--- config.mk ---
export PLATFORM = sky130hd
export DESIGN_NAME = rtc_field_adjust
export DESIGN_NICKNAME = d
export VERILOG_FILES = /design/src/rtl/rtc_field_adjust.sv
export SDC_FILE = /design/constraint.sdc
export NUM_CORES = 1
export LEC_CHECK = 0
export ABC_AREA = 1
export BUFFER_PORTS_ARGS = -buffer_cell sky130_fd_sc_hd__buf_2
export CORE_MARGIN = 2
export CORE_UTILIZATION = 50
export CTS_BUF_LIST = sky130_fd_sc_hd__clkbuf_16
export CTS_CLUSTER_DIAMETER = 80
export DETAILED_ROUTE_END_ITERATION = 8
export GPL_TIMING_DRIVEN = 0
export HOLD_SLACK_MARGIN = 0.12
export PLACE_DENSITY = 0.78
export SLEW_MARGIN = 20
export SYNTH_ARGS = -nofsm -noshare
export SYNTH_HDL_FRONTEND = slang
export SYNTH_SLANG_ARGS = --single-unit
--- constraint.sdc ---
create_clock -name clk_i -period 4.1 [get_ports clk_i]
set_input_delay 1.025 -clock clk_i [delete_from_list [all_inputs] [get_ports clk_i]]
set_output_delay 1.025 -clock clk_i [all_outputs]
set_load 0.01 [all_outputs]
--- src/rtl/rtc_field_adjust.sv ---
// rtc_field_adjust
//   BCD time-field adjuster for one RTC register. An UP/DOWN press (or an
//   auto-repeat while held) steps the current field value by +/-1 in BCD,
//   wrapping between BCD_MIN and BCD_MAX. The result is then written to the
//   RTC as an address phase followed by a data phase, using a req/ack
//   handshake to the shared bus controller.
//
// Ports
//   clk_i       system clock, rising edge
//   rst_ni      asynchronous active-low reset
//   enable_i    field selected for editing; low aborts to IDLE on next clock
//   up_i        increment button (debounced level)
//   down_i      decrement button (debounced level)
//   cur_val_i   current field value read from the RTC (BCD)
//   bus_ack_i   bus controller accepted the current phase
//   bus_req_o   phase request, held until acked
//   bus_ad_o    0 = address phase, 1 = data phase
//   bus_wr_o    write strobe (data phase only)
//   bus_data_o  FIELD_ADDR in address phase, new value in data phase
//   new_val_o   last computed value (BCD)
//   busy_o      high in every state except IDLE
//   done_o      one-cycle pulse after the data phase is acked
module rtc_field_adjust #(
    parameter logic [7:0]  FIELD_ADDR = 8'h23,
    parameter logic [7:0]  BCD_MIN    = 8'h00,
    parameter logic [7:0]  BCD_MAX    = 8'h23,
    parameter logic [23:0] REPEAT_DLY = 24'd5_000_000,
    parameter logic [23:0] REPEAT_PER = 24'd2_500_000
) (
    input  logic       clk_i,
    input  logic       rst_ni,
    input  logic       enable_i,
    input  logic       up_i,
    input  logic       down_i,
    input  logic [7:0] cur_val_i,
    input  logic       bus_ack_i,
    output logic       bus_req_o,
    output logic       bus_ad_o,
    output logic       bus_wr_o,
    output logic [7:0] bus_data_o,
    output logic [7:0] new_val_o,
    output logic       busy_o,
    output logic       done_o
);

    typedef enum logic [2:0] {S_IDLE, S_CALC, S_ADDR, S_DATA, S_DONE} state_e;

    state_e      state_q;
    logic        dir_q;          // 1 = decrement
    logic        up_q, dn_q;     // previous button levels for edge detection
    logic [23:0] cnt_q, cnt_d;   // hold counter, 1 in the press cycle
    logic        rep_q, rep_d;   // first repeat already fired in this hold
    logic        req_q, ad_q, wr_q, busy_q, done_q;
    logic [7:0]  data_q, new_val_q;

    logic rise_up, rise_dn, held_one, rpt_fire, start_up, start_dn;

    assign rise_up  = up_i & ~up_q;
    assign rise_dn  = down_i & ~dn_q;
    assign held_one = enable_i & (up_i ^ down_i);

    // Hold counter: restarts at 1 on a fresh press, fires at REPEAT_DLY and
    // then every REPEAT_PER cycles. It keeps counting while busy so a fire
    // that lands mid-transaction is simply lost, not deferred.
    always_comb begin
        rpt_fire = 1'b0;
        cnt_d    = cnt_q;
        rep_d    = rep_q;
        if (!held_one) begin
            cnt_d = '0;
            rep_d = 1'b0;
        end else if (rise_up | rise_dn) begin
            cnt_d = 24'd1;
            rep_d = 1'b0;
        end else if ((REPEAT_DLY != 24'd0) &&
                     (cnt_q == (rep_q ? REPEAT_PER : REPEAT_DLY))) begin
            rpt_fire = 1'b1;
            cnt_d    = 24'd1;
            rep_d    = 1'b1;
        end else begin
            cnt_d = cnt_q + 24'd1;
        end
    end

    assign start_up = (rise_up & ~down_i) | (rpt_fire & up_i);
    assign start_dn = (rise_dn & ~up_i)   | (rpt_fire & down_i);

    // One BCD step with wrap; any non-BCD or out-of-range input snaps to the
    // limit the user would reach first in that direction.
    function automatic logic [7:0] bcd_step(input logic [7:0] v, input logic dn);
        logic       bad;
        logic [7:0] r;
        bad = (v[7:4] > 4'd9) || (v[3:0] > 4'd9) || (v < BCD_MIN) || (v > BCD_MAX);
        if (bad)
            r = dn ? BCD_MAX : BCD_MIN;
        else if (!dn) begin
            if (v == BCD_MAX)         r = BCD_MIN;
            else if (v[3:0] == 4'd9)  r = {v[7:4] + 4'd1, 4'd0};
            else                      r = {v[7:4], v[3:0] + 4'd1};
        end else begin
            if (v == BCD_MIN)         r = BCD_MAX;
            else if (v[3:0] == 4'd0)  r = {v[7:4] - 4'd1, 4'd9};
            else                      r = {v[7:4], v[3:0] - 4'd1};
        end
        return r;
    endfunction

    always_ff @(posedge clk_i or negedge rst_ni) begin
        if (!rst_ni) begin
            state_q   <= S_IDLE;
            dir_q     <= 1'b0;
            up_q      <= 1'b0;
            dn_q      <= 1'b0;
            cnt_q     <= '0;
            rep_q     <= 1'b0;
            req_q     <= 1'b0;
            ad_q      <= 1'b0;
            wr_q      <= 1'b0;
            busy_q    <= 1'b0;
            done_q    <= 1'b0;
            data_q    <= 8'h00;
            new_val_q <= 8'h00;
        end else begin
            up_q   <= up_i;
            dn_q   <= down_i;
            cnt_q  <= cnt_d;
            rep_q  <= rep_d;
            done_q <= 1'b0;
            if (!enable_i) begin
                state_q <= S_IDLE;
                req_q   <= 1'b0;
                ad_q    <= 1'b0;
                wr_q    <= 1'b0;
                busy_q  <= 1'b0;
            end else begin
                case (state_q)
                    S_IDLE: if (start_up | start_dn) begin
                        state_q <= S_CALC;
                        dir_q   <= start_dn;
                        busy_q  <= 1'b1;
                    end
                    S_CALC: begin
                        new_val_q <= bcd_step(cur_val_i, dir_q);
                        state_q   <= S_ADDR;
                        req_q     <= 1'b1;
                        ad_q      <= 1'b0;
                        wr_q      <= 1'b0;
                        data_q    <= FIELD_ADDR;
                    end
                    S_ADDR: if (bus_ack_i) begin
                        state_q <= S_DATA;
                        ad_q    <= 1'b1;
                        wr_q    <= 1'b1;
                        data_q  <= new_val_q;
                    end
                    S_DATA: if (bus_ack_i) begin
                        state_q <= S_DONE;
                        req_q   <= 1'b0;
                        ad_q    <= 1'b0;
                        wr_q    <= 1'b0;
                        done_q  <= 1'b1;
                    end
                    S_DONE: begin
                        state_q <= S_IDLE;
                        busy_q  <= 1'b0;
                    end
                    default: begin
                        state_q <= S_IDLE;
                        req_q   <= 1'b0;
                        ad_q    <= 1'b0;
                        wr_q    <= 1'b0;
                        busy_q  <= 1'b0;
                    end
                endcase
            end
        end
    end

    assign bus_req_o  = req_q;
    assign bus_ad_o   = ad_q;
    assign bus_wr_o   = wr_q;
    assign bus_data_o = data_q;
    assign new_val_o  = new_val_q;
    assign busy_o     = busy_q;
    assign done_o     = done_q;

endmodule
==> metrics.txt, run 1 <==
largest net degree at the start of global routing 52; antenna violations before repair 0; top-count cell post-synth nand2_1; number of synthesized flops with an enable pin 0; sequential share of power 43.6%; R2R Setup Slk 2190 ps; post-synth top area share 41.43%; reg2reg path depth 9; initial DRC count 153; grt ovf 0; top cells by area, synth dfrtp_1 (41%), nand2_1 (10%), nor2_1 (6.3%); ANT cells 0; Antenna Violating Nets Remaining 0; Num CTS Buffers 5; Slew Limit Headroom 57.26%; vias per std cell 5.361; Filler cells 540; setup repair bufs after CTS 0; latest clock arrival within the worst-skew pair 290 ps; first-pass GRT wire length 11.71 mm; final instance area 3511 um2; CTS Buffer Depth 2; post-synthesis sequential area ratio 41.43%; syn_area_per_cell 7.625 um2; I/O Buffers 34; met2 wire len 3.371 mm; Synth Instances 404; DRT Pass-1 Iters 4; setup TNS 0 ps; DP HPWL 5.195 mm; Die Y 82.49 um; CTS tree done; Commonest cells post-synth nand2_1 (83), nor2_1 (52), dfrtp_1 (51); fin. max-slew vios 0; Hold Fails Final Rpt 0; clk_skew 5.618 ps; overall fraction of global-route tracks in use 22.38%; via count 2793; status completed; Post-CTS Hold Buffers 0; Yosys top cell by area dfrtp_1; vias in the first global route 2564; Hold Crit Depth 2; Worst EP required 4280 ps; # DRC 0; fin crit share 56.31%; final WL 6.901 mm; crit-path max FO 5; Hold WC Path Type flip-flop to flip-flop; Area Overhead vs Synth 13.97%; Ys Warns 0; Clk pin slew, worst setup/hold paths 60 ps; clock sinks 51; power per cell area 418.6 nW/um2; RD Place Congestion 0.9659; synth unique cells 37; Row Count 28; worst slew pin tran 641.2 ps; uppermost layer routed met4; Placed Area 3347 um2; M1 wire length 3.133 mm; Pleak 1.746 nW; combinational power share 24.8%; capture point of the worst reg-to-reg path cnt_q[20]$_DFF_PN0_; post-layout minimum cycle time 2309 ps; H-tree levels 2; Sw Ratio 32.07%; clk root buf clkbuf_16; max_cap viols 0; Initial Util 52.03%; clock power share 31.6%; Critical Path Sink Type flip-flop; Pint 0.0009983 W; ratio of cells with drive above 1 in the final layout 14.57%; final-report setup violation count 0; crit path DAT 2490 ps; Worst Hold Path EP bus_data_o[4]$_DFFE_PN0P_; Yosys reg bits 51; Synth async-reset ratio 100.0%; Setup CP Type input port to flip-flop; wire per inst 13.25 um; NetSw 0.0004713 W; Reg-to-Reg Start cnt_q[0]$_DFF_PN0_; die area 6805 um2; Fmax achieved 0.4331 GHz; core area 5921 um2; Top-Level Pins 35; Primary FF master, synth dfrtp_1; # resized after CTS 0; Syn Nets 429; worst vdd ir 0.0002826 V; Die X 82.49 um; unrepaired setup endpoints after global routing no; Mapped Area 3080 um2; met3 wire length 241 um; nets@finish 470; critical path startpoint category input port; hold_sp bus_data_o[4]$_DFFE_PN0P_
-- placed cells by master (no fill, tap or decap), types with 12 or more instances in the layout --
master	Yosys	layout
a21oi_1	12	12
buf_2	2	35
dfrtp_1	51	51
inv_1	50	50
nand2_1	83	83
nand3_1	23	23
nor2_1	52	52
nor3_1	21	21
o21ai_0	27	27
-- registers in the layout, summed over array words and instances (netlist names) --
register	flops
busy_o	1
state_q	3
bus_req_o	1
dir_q	1
new_val_o	8
done_o	1
cnt_q	24
bus_wr_o	1
bus_data_o	8
dn_q	1
rep_q	1
up_q	1
-- power groups by stage --
stage	combinational (W)	clock (W)	sequential [W]
after CTS	0.000369	0.000474	0.000639
after global routing	0.000418	0.000498	0.000650
after global placement	0.000353	0	0.000646
after floorplan	0.000203	0	0.000661
final	0.000364	0.000465	0.000641
after detailed placement	0.000367	0	0.000644
-- metal layers --
layer  global-route usage (%)  up-vias
met3                    3.696       14
met1                    28.64     1299
li1                         -     1411
met2                    38.06       69
met5                        0        -
met4                    8.361        0
-- worst max-delay path, stage by stage --
cell and delay [ps]:
buf_2 110, inv_1 110, ha_1 210, nand2_1 170, inv_1 130, nand3_1 210, o21ai_0 150, o21ai_0 170
o21ai_0 100, nand2_1 60, nand2_1 40
-- worst max path at each step --
stage | startpoint | cells after the start | endpoint | slack (ps)
floorplan | cur_val_i[1] | 9 | new_val_o[7]$_DFFE_PN0P_ | 1910
global placement | cur_val_i[0] | 10 | new_val_o[4]$_DFFE_PN0P_ | 1580
detailed placement | cur_val_i[1] | 10 | new_val_o[7]$_DFFE_PN0P_ | 1510
CTS | cur_val_i[1] | 10 | new_val_o[7]$_DFFE_PN0P_ | 1820
global route | cur_val_i[4] | 10 | new_val_o[3]$_DFFE_PN0P_ | 1630
finish | cur_val_i[0] | 11 | new_val_o[1]$_DFFE_PN0P_ | 1790
-- stage by stage --
stage	util, %	setup WS, ps	instances	hold slack, ps	total power, W
after floorplan	-	1913	404	489.9	0.0008640
after global placement	56.49	1576	513	461.3	0.0009988
after detailed placement	56.53	1514	513	458.9	0.001011
after CTS	59.30	1815	521	483.8	0.001482
after global routing	59.30	1628	521	508.4	0.001567
final	59.30	1791	521	482.1	0.001470
-- kinds of logic (layout without fill, tap and decap cells) --
| family | count (synthesis) | after routing | share of synthesized area [%] |
|---|---|---|---|
| xor+xnor | 10 | 10 | 2.843 |
| compound gates | 60 | 60 | 11.01 |
| fa+ha+maj | 11 | 11 | 4.468 |
| flops | 51 | 51 | 41.43 |
| simple gates | 216 | 216 | 33.10 |
| buf+inv | 56 | 98 | 7.148 |
-- final cells by class --
type / count / area, um2 / area share (%)
inverters: 51 / 191.4 / 5.453
plain buffers: 5 / 28.78 / 0.8197
clock inverters: 3 / 38.79 / 1.105
flip-flops and latches: 51 / 1276 / 36.35
repair buffers: 34 / 172.7 / 4.918
well taps: 75 / 93.84 / 2.673
clock buffers: 5 / 125.1 / 3.564
multi-input cells: 297 / 1584 / 45.12
No activity file was read; power rests on OpenSTA's default activity.
==> run 2: changes to the inputs <==
PLACE_DENSITY = 0.81   (was 0.78)
clock period = 2 ns   (was 4.1 ns; I/O delays follow)
==> metrics.txt, run 2 (synthesis results as in run 1) <==
DP HPWL 5.171 mm (-0.45%); CTS Buffer Depth 2 (unchanged); delay of the slowest cell on the worst path 390 ps (+180 ps); nets@finish 472 (+0.43%); most numerous cell on the critical path nor2_1; grt ovf 0 (unchanged); Biggest register cnt_q; Hold Fails Final Rpt 0 (unchanged); fin. max-slew vios 0 (unchanged); final WL 6.914 mm (+0.19%); I/O Buffers 34 (unchanged); ratio of cells with drive above 1 in the final layout 15.63% (+1.1 points); power per cell area 817.1 nW/um2 (+95%); Setup CP Type flip-flop to flip-flop; max_cap viols 0 (unchanged); GR Util met2 40.16% (+2.1 points); # DRC 0 (unchanged); overall fraction of global-route tracks in use 22.51% (+0.13 points); latest clock arrival within the worst-skew pair 290 ps (about the same); ANT cells 0 (unchanged); final-report setup violation count 0 (unchanged); setup TNS 0 ps (unchanged); core area 5921 um2 (unchanged); vias per std cell 5.342 (-0.35%); worst slew pin tran 638.0 ps (-3.127 ps); GR peak layer met2; Critical Path Sink Type flip-flop; Top-Level Pins 35 (unchanged); DRT Pass-1 Iters 4 (unchanged); unrepaired setup endpoints after global routing no; max FFs per register 24 (unchanged); capture point of the worst reg-to-reg path cnt_q[20]$_DFF_PN0_; Die X 82.49 um (unchanged); Clk pin slew, worst setup/hold paths 70 ps (about the same); slowest CP cell dfrtp_1; met3 Resource Use GR 3.370% (-0.33 points); Die Y 82.49 um (unchanged); Worst EP required 2210 ps (-2070 ps); Final Power 0.002873 W (+95%); reg2reg path depth 9 (unchanged); final core occ 59.38% (+0.085 points); antenna violations before repair 0 (unchanged); worst vdd ir 0.0004390 V (+55%); Reg-to-Reg Start cnt_q[0]$_DFF_PN0_; crit path DAT 2030 ps (-460 ps); Pleak 1.765 nW (+1.1%); first-pass GRT wire length 12.01 mm (+2.6%); wire per inst 13.22 um (-0.19%); met1 usage 27.66% (-0.98 points); clock sinks 51 (unchanged); fin crit share 91.06%; Initial Util 52.03% (unchanged); largest net degree at the start of global routing 52 (unchanged); CP Cell Sequence ha_1 > nand2_1 > nor2_2 > nand4_1 > nor3_4 > nand3_2 > nor2_1 > nor2_1 > nor3_1; RD Place Congestion 0.9367 (-3.0%); crit-path max FO 3 (-2); Row Count 28 (unchanged); clk root buf clkbuf_16; clk_skew 5.747 ps (+0.1285 ps); H-tree levels 2 (unchanged); Hold Slack 237.9 ps (-244.2 ps); Placed Area 3347 um2 (unchanged); post-layout minimum cycle time 1821 ps; Num CTS Buffers 5 (unchanged); vias in the first global route 2761 (+7.7%); Post-CTS Hold Buffers 0 (unchanged); status completed; Antenna Violating Nets Remaining 0 (unchanged); Area Overhead vs Synth 14.13%; most frequent cells in the layout nand2_1 (83), nor2_1 (51), dfrtp_1 (51); via count 2794 (+0.036%); Hold WC Path Type input port to async pin; R2R Setup Slk 180 ps (-2010 ps); final instance area 3516 um2 (+0.14%); initial DRC count 160 (+4.6%); die area 6805 um2 (unchanged); Slew Limit Headroom 57.46% (+0.21 points); critical path startpoint category flip-flop; commonest non-fill, non-tap cell in the layout nand2_1; CTS tree done; Fmax achieved 0.5491 GHz
==> run 2: critical path: cells and delay by family (launching register included) <==
kind	cells	cell delay [ps]
fa+ha+maj	1	180
flops	1	390
simple gates	8	1180
==> run 2: cell type report <==
cell class / instances / area, um2
Fill cell: 548 / 2405
Multi-Input combinational cell: 297 / 1598
Sequential cell: 51 / 1276
Inverter: 51 / 191.4
Timing Repair Buffer: 36 / 187.7
Clock buffer: 5 / 125.1
Tap cell: 75 / 93.84
Buffer: 5 / 28.78
Clock inverter: 3 / 15.01
==> run 2: how the worst max path moves through the flow <==
| stage | startpoint | endpoint | slack (ps) | cells after the start |
|---|---|---|---|---|
| 3_3_place_gp | cur_val_i[0] | new_val_o[1]$_DFFE_PN0P_ | 7 | 11 |
| 4_1_cts | cnt_q[0]$_DFF_PN0_ | cnt_q[20]$_DFF_PN0_ | 100 | 9 |
| 6_report | cnt_q[0]$_DFF_PN0_ | cnt_q[20]$_DFF_PN0_ | 180 | 9 |
| 3_5_place_dp | cur_val_i[4] | new_val_o[3]$_DFFE_PN0P_ | -3 | 9 |
| 5_1_grt | cur_val_i[4] | new_val_o[2]$_DFFE_PN0P_ | 10 | 10 |
| 2_1_floorplan | cur_val_i[1] | new_val_o[7]$_DFFE_PN0P_ | 340 | 9 |
==> run 2: where the power goes <==
part	switching, W	leakage (nW)	internal (W)
registers	0.000131	0.686	0.00118
clock network	0.000356	0.0733	0.000457
logic	0.000466	1.01	0.000279
==> run 2: metal layers <==
| layer | up-vias | wire (um) |
|---|---|---|
| met3 | 12 | 238 |
| met4 | 0 | 121 |
| met2 | 65 | 3494 |
| met5 | - | 0 |
| met1 | 1308 | 3059 |
| li1 | 1409 | - |
==> run 2: metrics by stage <==
stage,cells,setup slack (ps)
finish,523,178.8
detailed placement,513,-2.996
CTS,521,97.62
global route,523,14.85
global placement,513,7.429
floorplan,404,338.2
==> run 2: what timing repair did <==
action | in CTS | in global routing
setup buffers | 0 | 2
setup endpoints to repair | 0 | 1
hold endpoints to repair | 0 | 0
resized for setup | 0 | 3
